`config.mk`:
```
export PLATFORM = sky130hd
export DESIGN_NAME = clk_step_ctrl
export DESIGN_NICKNAME = d
export VERILOG_FILES = /design/src/rtl/clk_step_ctrl.sv
export SDC_FILE = /design/constraint.sdc
export NUM_CORES = 1
export LEC_CHECK = 0
export ABC_AREA = 1
export CAP_MARGIN = 30
export CORE_MARGIN = 5
export CORE_UTILIZATION = 49
export CTS_BUF_LIST = sky130_fd_sc_hd__clkbuf_16
export CTS_CLUSTER_SIZE = 30
export DETAILED_ROUTE_END_ITERATION = 10
export PLACE_DENSITY = 0.88
export REMOVE_ABC_BUFFERS = 1
export SYNTH_ARGS = -nofsm -noshare
export SYNTH_HDL_FRONTEND = slang
export SYNTH_SLANG_ARGS = --single-unit
```
`constraint.sdc`:
```
create_clock -name i_clk -period 2.3 [get_ports i_clk]
set_input_delay 0.575 -clock i_clk [delete_from_list [all_inputs] [get_ports i_clk]]
set_output_delay 0.575 -clock i_clk [all_outputs]
set_load 0.05 [all_outputs]
```
`src/rtl/clk_step_ctrl.sv`:
```
// Run/halt/single-step controller for the MIPS core clock enable.
// Turns the divided clock into a 1-cycle o_cpu_en pulse, gated by a
// run/halt/step FSM driven from debounced front-panel buttons.
// Optional breakpoint halt: define STEP_CTRL_BREAKPOINT_EN.
module clk_step_ctrl #(
    parameter int DEB_CYCLES = 16,
    parameter int CNT_W      = 32,
    parameter int PC_W       = 32
) (
    input  logic             i_clk,
    input  logic             i_rst,
    input  logic             i_div_clk,
    input  logic             i_run_btn,
    input  logic             i_step_btn,
    input  logic             i_halt_btn,
    input  logic [PC_W-1:0]  i_pc,
    input  logic [PC_W-1:0]  i_bp_addr,
    input  logic             i_bp_valid,
    output logic             o_cpu_en,
    output logic [1:0]       o_state,
    output logic             o_halted,
    output logic [CNT_W-1:0] o_cycle_cnt
);

    localparam int DW = (DEB_CYCLES > 1) ? $clog2(DEB_CYCLES) : 1;
    localparam logic [DW-1:0] DEB_MAX = DW'(DEB_CYCLES - 1);

    typedef enum logic [1:0] {
        S_HALT = 2'b00,
        S_RUN  = 2'b01,
        S_STEP = 2'b10,
        S_BRK  = 2'b11
    } state_t;

    state_t          state, state_next;
    logic            div_q, tick;
    logic [2:0]      btn_raw, sync1, sync2, deb, deb_q, press;
    logic [DW-1:0]   deb_cnt [3];
    logic            halt_ev, step_ev, run_ev;
    logic            en_next, halted_next;

`ifdef STEP_CTRL_BREAKPOINT_EN
    logic            skip, skip_next, bp_hit;
    assign bp_hit = i_bp_valid && (i_pc == i_bp_addr) && !skip;
`else
    logic            unused_bp;
    assign unused_bp = ^{i_pc, i_bp_addr, i_bp_valid};
`endif

    // bit 0 run, bit 1 step, bit 2 halt
    assign btn_raw = {i_halt_btn, i_step_btn, i_run_btn};
    assign press   = deb & ~deb_q;
    assign halt_ev = press[2];
    assign step_ev = press[1];
    assign run_ev  = press[0];
    assign tick    = i_div_clk & ~div_q;
    assign o_state = state;

    // Button synchronisers and counter-based debounce
    always_ff @(posedge i_clk) begin
        if (i_rst) begin
            sync1 <= '0;
            sync2 <= '0;
            deb   <= '0;
            deb_q <= '0;
            for (int unsigned i = 0; i < 3; i++) deb_cnt[i] <= '0;
        end else begin
            sync1 <= btn_raw;
            sync2 <= sync1;
            deb_q <= deb;
            for (int unsigned i = 0; i < 3; i++) begin
                if (sync2[i] == deb[i]) begin
                    deb_cnt[i] <= '0;
                end else if (deb_cnt[i] == DEB_MAX) begin
                    deb[i]     <= sync2[i];
                    deb_cnt[i] <= '0;
                end else begin
                    deb_cnt[i] <= deb_cnt[i] + 1'b1;
                end
            end
        end
    end

    // Next-state and pulse decision; event priority halt > step > run
    always_comb begin
        state_next = state;
        en_next    = 1'b0;
`ifdef STEP_CTRL_BREAKPOINT_EN
        skip_next  = skip;
`endif
        case (state)
            S_HALT: begin
                if (halt_ev)      state_next = S_HALT;
                else if (step_ev) state_next = S_STEP;
                else if (run_ev)  state_next = S_RUN;
            end
            S_RUN: begin
                if (halt_ev) begin
                    state_next = S_HALT;
                end else if (tick) begin
`ifdef STEP_CTRL_BREAKPOINT_EN
                    if (bp_hit) begin
                        state_next = S_BRK;
                    end else begin
                        en_next   = 1'b1;
                        skip_next = 1'b0;
                    end
`else
                    en_next = 1'b1;
`endif
                end
            end
            S_STEP: begin
                if (halt_ev) begin
                    state_next = S_HALT;
                end else if (tick) begin
                    en_next    = 1'b1;
                    state_next = S_HALT;
                end
            end
`ifdef STEP_CTRL_BREAKPOINT_EN
            S_BRK: begin
                if (halt_ev) begin
                    state_next = S_HALT;
                end else if (step_ev) begin
                    state_next = S_STEP;
                    skip_next  = 1'b1;
                end else if (run_ev) begin
                    state_next = S_RUN;
                    skip_next  = 1'b1;
                end
            end
`endif
            default: state_next = S_HALT;
        endcase
`ifdef STEP_CTRL_BREAKPOINT_EN
        // skip only covers the first tick after leaving BRK
        if (state_next == S_HALT) skip_next = 1'b0;
`endif
        halted_next = (state_next == S_HALT) || (state_next == S_BRK);
    end

    // State, registered outputs, tick history and cycle counter
    always_ff @(posedge i_clk) begin
        if (i_rst) begin
            state       <= S_HALT;
            div_q       <= 1'b0;
            o_cpu_en    <= 1'b0;
            o_halted    <= 1'b1;
            o_cycle_cnt <= '0;
`ifdef STEP_CTRL_BREAKPOINT_EN
            skip        <= 1'b0;
`endif
        end else begin
            state    <= state_next;
            div_q    <= i_div_clk;
            o_cpu_en <= en_next;
            o_halted <= halted_next;
            if (o_cpu_en) o_cycle_cnt <= o_cycle_cnt + 1'b1;
`ifdef STEP_CTRL_BREAKPOINT_EN
            skip     <= skip_next;
`endif
        end
    end

endmodule

```
==> flow_summary.json, run 1 <==
{
  "status": "complete, no violations",
  "maxCapViolations": 0,
  "antenna_found_initial": 0,
  "cts.sinks": 61,
  "endpoint_kind": "output pin",
  "cts_made_buffers": 9,
  "n_fill_cell": 508,
  "min_path_cells": 2,
  "synthArstFlopShare_pct": 0,
  "start_util_pct": 49.7,
  "power.density_nw_per_um2": 654,
  "period_minus_slack_ns": 2.26,
  "final_util_pct": 63.5,
  "slew_headroom_pct": 64.0,
  "rows": 29,
  "seqPwrFrac_pct": 43.3,
  "synth_top_area_share_pct": 31.6,
  "grt_overflow": 0,
  "crit_type": "register to output pin",
  "cts_tree": "done",
  "first_global_vias": 2787,
  "regArea_um2": 1340,
  "dr_total_vias": 2939,
  "gr-usage-all-layers_pct": 19.6,
  "multiInputGateArea_um2": 1540,
  "die_w_um": 89.6,
  "ys_top_cells_by_area": "dfxtp_1, edfxtp_1, nand2_1, nor2_1, inv_1",
  "path_clk_slew_ns": 0.05,
  "netSwitchingFraction_pct": 20.1,
  "worstSkewPairLatency_ns": 0.33,
  "root_buffer": "clkbuf_16",
  "core_area_um2": 6240,
  "p_int_mw": 2.07,
  "ctsResizeCount": 0,
  "synth.avg_cell_area_um2": 7.14,
  "io_buffer_count": 41,
  "viasPerCell": 5.08,
  "dpl.cell_count": 562,
  "setup_viol": 0,
  "clkPwrFrac_pct": 53.8,
  "rsz0062_at_grt": "false",
  "period_share_pct": 98.3,
  "fmax_mhz": 442,
  "synth_cells": 435,
  "grt_max_degree": 23,
  "ys_types": 31,
  "critical_path_required_ns": 1.73,
  "dp_hpwl_um": 5300,
  "antennaDiodeCount": 0,
  "detail_route.wl_per_cell_um": 12.5,
  "cts_buffer_depth": 2,
  "drt_first_iter_violations": 183,
  "stdcell_count": 578,
  "drive_above_1_share_pct": 8.78,
  "hold_viol": 0,
  "slowest_stage": "clkdlybuf4s50_1",
  "worst-path-stages": 1,
  "cpPeakStageDelay_ns": 0.86,
  "gp_congestion": 0.917,
  "vdd_drop_max_mv": 0.365,
  "die-area_um2": 8030,
  "path_buf_inv": 1,
  "nNetsFinal": 575,
  "fin_tns_setup_ns": 0,
  "cts_setup_buffers": 0,
  "cp_max_fo": 7,
  "hold_class": "register to register",
  "drc_errors": 0,
  "synth_edf_count": 12,
  "first_pass_iters": 4,
  "synth_area_um2": 3100,
  "die_h_um": 89.6,
  "reg2reg_depth": 8,
  "drtAntennaViolNets": 0,
  "p_switching_uw": 522,
  "hold_buffers": 0,
  "hold_ws_ns": 0.417,
  "crit_chain": "clkdlybuf4s50_1",
  "crit_arrival_ns": 1.69,
  "comb_power_share_pct": 3.0,
  "yosys_warnings": 0,
  "area_growth_pct": 27.7,
  "netlist_top_cells_count": "nand2_1, nor2_1, inv_1",
  "ys_seq_elements": 61,
  "finalPower_mw": 2.59,
  "worstMarginPinSlew_ns": 0.538,
  "grt_pass1_wl_um": 12100,
  "yosys.area.top_type": "dfxtp_1",
  "cts.htree.levels": 3,
  "cellLeakagePower_nw": 1.60,
  "synth_ff_type": "dfxtp_1",
  "skew_ns": 0.00572,
  "startpoint_type": "register",
  "synth_most_common_cell": "nand2_1",
  "io-pin-count": 107,
  "wl_um": 7200,
  "synth.yosys.seq_area_share_pct": 43.2,
  "cp_top_family": "buffers and inverters",
  "finalMaxSlewViolations": 0
}
cell type report:
type	instances	share of cell area, %
Clock buffer	9	5.68
Clock inverter	7	2.08
Tap cell	77	2.43
Sequential cell	61	33.8
Inverter	63	5.97
Timing Repair Buffer	45	11.1
Multi-Input combinational cell	316	38.9
logic make-up after synthesis:
family,count (synthesis),share of synthesized area (%)
compound gates,43,7.17
xor+xnor,4,1.13
buf+inv,69,8.50
flops,61,43.2
fa+ha+maj,8,3.22
other cells,1,0.121
simple gates,249,36.6
power by group through the flow:
stage	logic, mW	clock network [mW]	registers, mW
2_1_floorplan	0.0395	0	1.14
3_3_place_gp	0.0724	0	1.14
3_5_place_dp	0.0752	0	1.14
4_1_cts	0.0762	1.40	1.12
5_1_grt	0.0883	1.44	1.12
6_report	0.0775	1.39	1.12
registers in the layout (all words and copies together), names as in the netlist:
register and cells:
deb 3, deb_cnt 12, deb_q 3, div_q 1
o_cpu_en 1, o_cycle_cnt 32, o_halted 1, o_state 2
sync1 3, sync2 3
stage by stage:
| step | setup WS [ns] | cell area (µm²) |
|---|---|---|
| final | 0.0397 | 3960 |
| after detailed placement | 0.284 | 3650 |
| after global placement | 0.341 | 3650 |
| after CTS | 0.0372 | 3960 |
| after global routing | 0.00307 | 3960 |
| after floorplan | 0.465 | 3120 |
final timing paths:
check | start | end | slack [ns]
max reg2reg | o_cycle_cnt[0] | o_cycle_cnt[26] | 0.69
min | sync1[2] | sync2[2] | 0.42
min reg2reg | sync1[2] | sync2[2] | 0.42
max | o_cycle_cnt[3] | o_cycle_cnt[3] | 0.04
routing by layer:
metal,wire length (µm),track usage (%)
met1,3130,23.7
met2,3460,33.3
met3,383,3.28
met4,231,10.0
met5,0,0
cells in the final DEF, fill, tap and decap left out, drive strengths merged:
cell type and count:
a21oi 24, buf 5, bufinv 2, clkbuf 9, clkdlybuf4s50 39, clkinv 3
clkinvlp 1, conb 12, dfxtp 49, dlymetal6s2s 1, edfxtp 12, ha 8
inv 64, nand2 94, nand3 40, nand3b 1, nand4 5, nor2 97
nor3 9, nor3b 2, o211ai 1, o21a 2, o21ai 16, or2 1
xnor2 1, xor2 3
Power figures use the tool's default switching activity.
==> run 2: changes to the inputs <==
--- a/config.mk
+++ b/config.mk
@@ -5,10 +5,10 @@
 export SDC_FILE = /design/constraint.sdc
 export NUM_CORES = 1
 export LEC_CHECK = 0
-export ABC_AREA = 1
+export ABC_AREA = 0
 export CAP_MARGIN = 30
 export CORE_MARGIN = 5
-export CORE_UTILIZATION = 49
+export CORE_UTILIZATION = 48
 export CTS_BUF_LIST = sky130_fd_sc_hd__clkbuf_16
 export CTS_CLUSTER_SIZE = 30
 export DETAILED_ROUTE_END_ITERATION = 10
==> flow_summary.json, run 2 <==
{
  "yosys.area.top_type": "dfxtp_1",
  "vdd_drop_max_mv": 0.376,
  "drc_errors": 0,
  "top_register": "o_cycle_cnt",
  "use_met1_pct": 20.8,
  "die_h_um": 86.9,
  "path_buf_inv": 1,
  "synth.yosys.seq_area_share_pct": 47.2,
  "dr_total_vias": 2377,
  "clkPwrFrac_pct": 48.7,
  "dp_hpwl_um": 4290,
  "slowest_stage": "clkdlybuf4s50_1",
  "cts.htree.levels": 3,
  "wl_um": 6160,
  "area_growth_pct": 27.1,
  "grt_overflow": 0,
  "startpoint_type": "register",
  "cts_made_buffers": 9,
  "grt_pass1_wl_um": 10700,
  "yosys_warnings": 0,
  "worstSkewPairLatency_ns": 0.32,
  "fin_ws_ns": 0.0714,
  "hold_class": "register to register",
  "synth_area_um2": 2840,
  "io_buffer_count": 41,
  "worstMarginPinSlew_ns": 0.530,
  "seqPwrFrac_pct": 48.8,
  "fmax_mhz": 449,
  "slew_headroom_pct": 64.6,
  "drt_first_iter_violations": 92,
  "drtAntennaViolNets": 0,
  "final_cell_mix": "dfxtp_1, clkdlybuf4s50_1, nor2_1",
  "power.density_nw_per_um2": 634,
  "status": "complete, no violations",
  "final_common_cell": "dfxtp_1",
  "synth_ff_type": "dfxtp_1",
  "cp_max_fo": 7,
  "largest_reg_flops": 32,
  "hold_ws_ns": 0.419,
  "die_w_um": 86.9,
  "hold_viol": 0,
  "first_global_vias": 2409,
  "path_clk_slew_ns": 0.05,
  "synth_cells": 293,
  "cp_top_family": "buffers and inverters",
  "finalMaxSlewViolations": 0,
  "cts_tree": "done",
  "critical_path_required_ns": 1.73,
  "root_buffer": "clkbuf_16",
  "ys_seq_elements": 61,
  "gp_congestion": 0.744,
  "detail_route.wl_per_cell_um": 14.2,
  "ys_types": 40,
  "synthArstFlopShare_pct": 0,
  "period_minus_slack_ns": 2.23,
  "cpPeakStageDelay_ns": 0.86,
  "grt_max_degree": 21,
  "endpoint_kind": "output pin",
  "placed_cell_area_um2": 3360,
  "comb_power_share_pct": 2.5,
  "crit_arrival_ns": 1.65,
  "design_area_um2": 3610,
  "synth_most_common_cell": "dfxtp_1",
  "pre_cts_ws_ns": 0.129,
  "synth.avg_cell_area_um2": 9.70,
  "start_util_pct": 48.6,
  "drive_above_1_share_pct": 7.82,
  "rsz0062_at_grt": "false",
  "top_regs": "o_cycle_cnt x32, deb_cnt x12",
  "setup_viol": 0,
  "core_area_um2": 5850,
  "gr-usage-all-layers_pct": 17.8,
  "busiest_layer": "met2",
  "fin_tns_setup_ns": 0,
  "grt_util_met2_pct": 30.2,
  "netSwitchingFraction_pct": 20.2,
  "crit_chain": "clkdlybuf4s50_1",
  "hold_buffers": 0,
  "die-area_um2": 7560,
  "nNetsFinal": 433,
  "n_fill_cell": 481,
  "io-pin-count": 107,
  "ys_top_cells_by_area": "dfxtp_1, edfxtp_1, or4_1, o31ai_1, a21oi_1",
  "synth_top_area_share_pct": 34.5,
  "viasPerCell": 5.49,
  "p_switching_uw": 462,
  "antennaDiodeCount": 0,
  "crit_type": "register to output pin",
  "synth_edf_count": 12,
  "rows": 28,
  "final_util_pct": 61.7,
  "skew_ns": 0.00506,
  "first_pass_iters": 5,
  "cellLeakagePower_nw": 1.28,
  "maxCapViolations": 0,
  "cts_buffer_depth": 2,
  "p_int_mw": 1.83,
  "netlist_top_cells_count": "dfxtp_1, nor2_1, a21oi_1",
  "met3_usage_pct": 3.69,
  "cts.sinks": 61,
  "period_share_pct": 96.9,
  "antenna_found_initial": 0
}
-- run 2: cell types whose count changed in the layout (fill, tap and decap cells not counted), sizes merged, moves of 6 or more --
cell and change:
buf +6, inv -51, nand2 -79, nand3 -23, nor2 -69, nor2b +14, nor3 -9, o21ai -9
o31ai +15, or3 +9, or4 +19, xnor2 +9, xor2 +9
-- run 2: path summary, 6_finish.rpt --
check,startpoint,endpoint,slack (ns),cells past startpoint
worst max register to register,o_cycle_cnt[15],o_cycle_cnt[31],0.29,4
worst min-delay path,div_q,o_cpu_en,0.42,1
worst min register to register,div_q,o_cpu_en,0.42,1
worst max-delay path,o_state[1],o_state[1],0.07,1
-- run 2: per-layer routing --
layer	routed length, µm	up-vias	share of wire (%)
met5	0	-	0
met4	156	0	2.5
met3	191	14	3.1
met2	3170	45	52
met1	2640	1147	43
li1	-	1171	-
-- run 2: through the flow --
stage	cells	total power, mW
6_report	433	2.29
3_5_place_dp	418	1.19
4_1_cts	433	2.31
3_3_place_gp	418	1.19
5_1_grt	433	2.35
2_1_floorplan	292	1.16
-- run 2: layout make-up --
| cell class | count | area (µm²) | share of cell area (%) |
|---|---|---|---|
| inverters | 8 | 30.0 | 0.831 |
| flip-flops and latches | 61 | 1340 | 37.1 |
| clock inverters | 6 | 22.5 | 0.623 |
| repair buffers | 51 | 483 | 13.4 |
| multi-input cells | 223 | 1420 | 39.2 |
| well taps | 75 | 93.8 | 2.60 |
| clock buffers | 9 | 225 | 6.23 |
-- run 2: cell families after synthesis --
| family | after synthesis | synth area share, % |
|---|---|---|
| and+or+nand+nor | 130 | 26.4 |
| DFF | 61 | 47.2 |
| AOI/OAI and AO/OA | 47 | 10.0 |
| xor gates and xnor gates | 22 | 6.78 |
| buffers and inverters | 20 | 4.54 |
| adders and majority gates | 8 | 3.52 |
| muxes | 4 | 1.41 |
| other | 1 | 0.132 |
-- run 2: power by group through the flow --
stage | Combinational [mW] | Sequential (mW) | Clock, mW
5_1_grt | 0.0644 | 1.12 | 1.17
3_5_place_dp | 0.0561 | 1.14 | 0
3_3_place_gp | 0.0551 | 1.14 | 0
4_1_cts | 0.0567 | 1.12 | 1.13
2_1_floorplan | 0.0258 | 1.14 | 0
6_report | 0.0565 | 1.12 | 1.12
-- run 2: what timing repair did --
action | in CTS | in global routing
setup endpoints to repair | 0 | 1
setup buffers | 0 | 0
resized for setup | 0 | 1
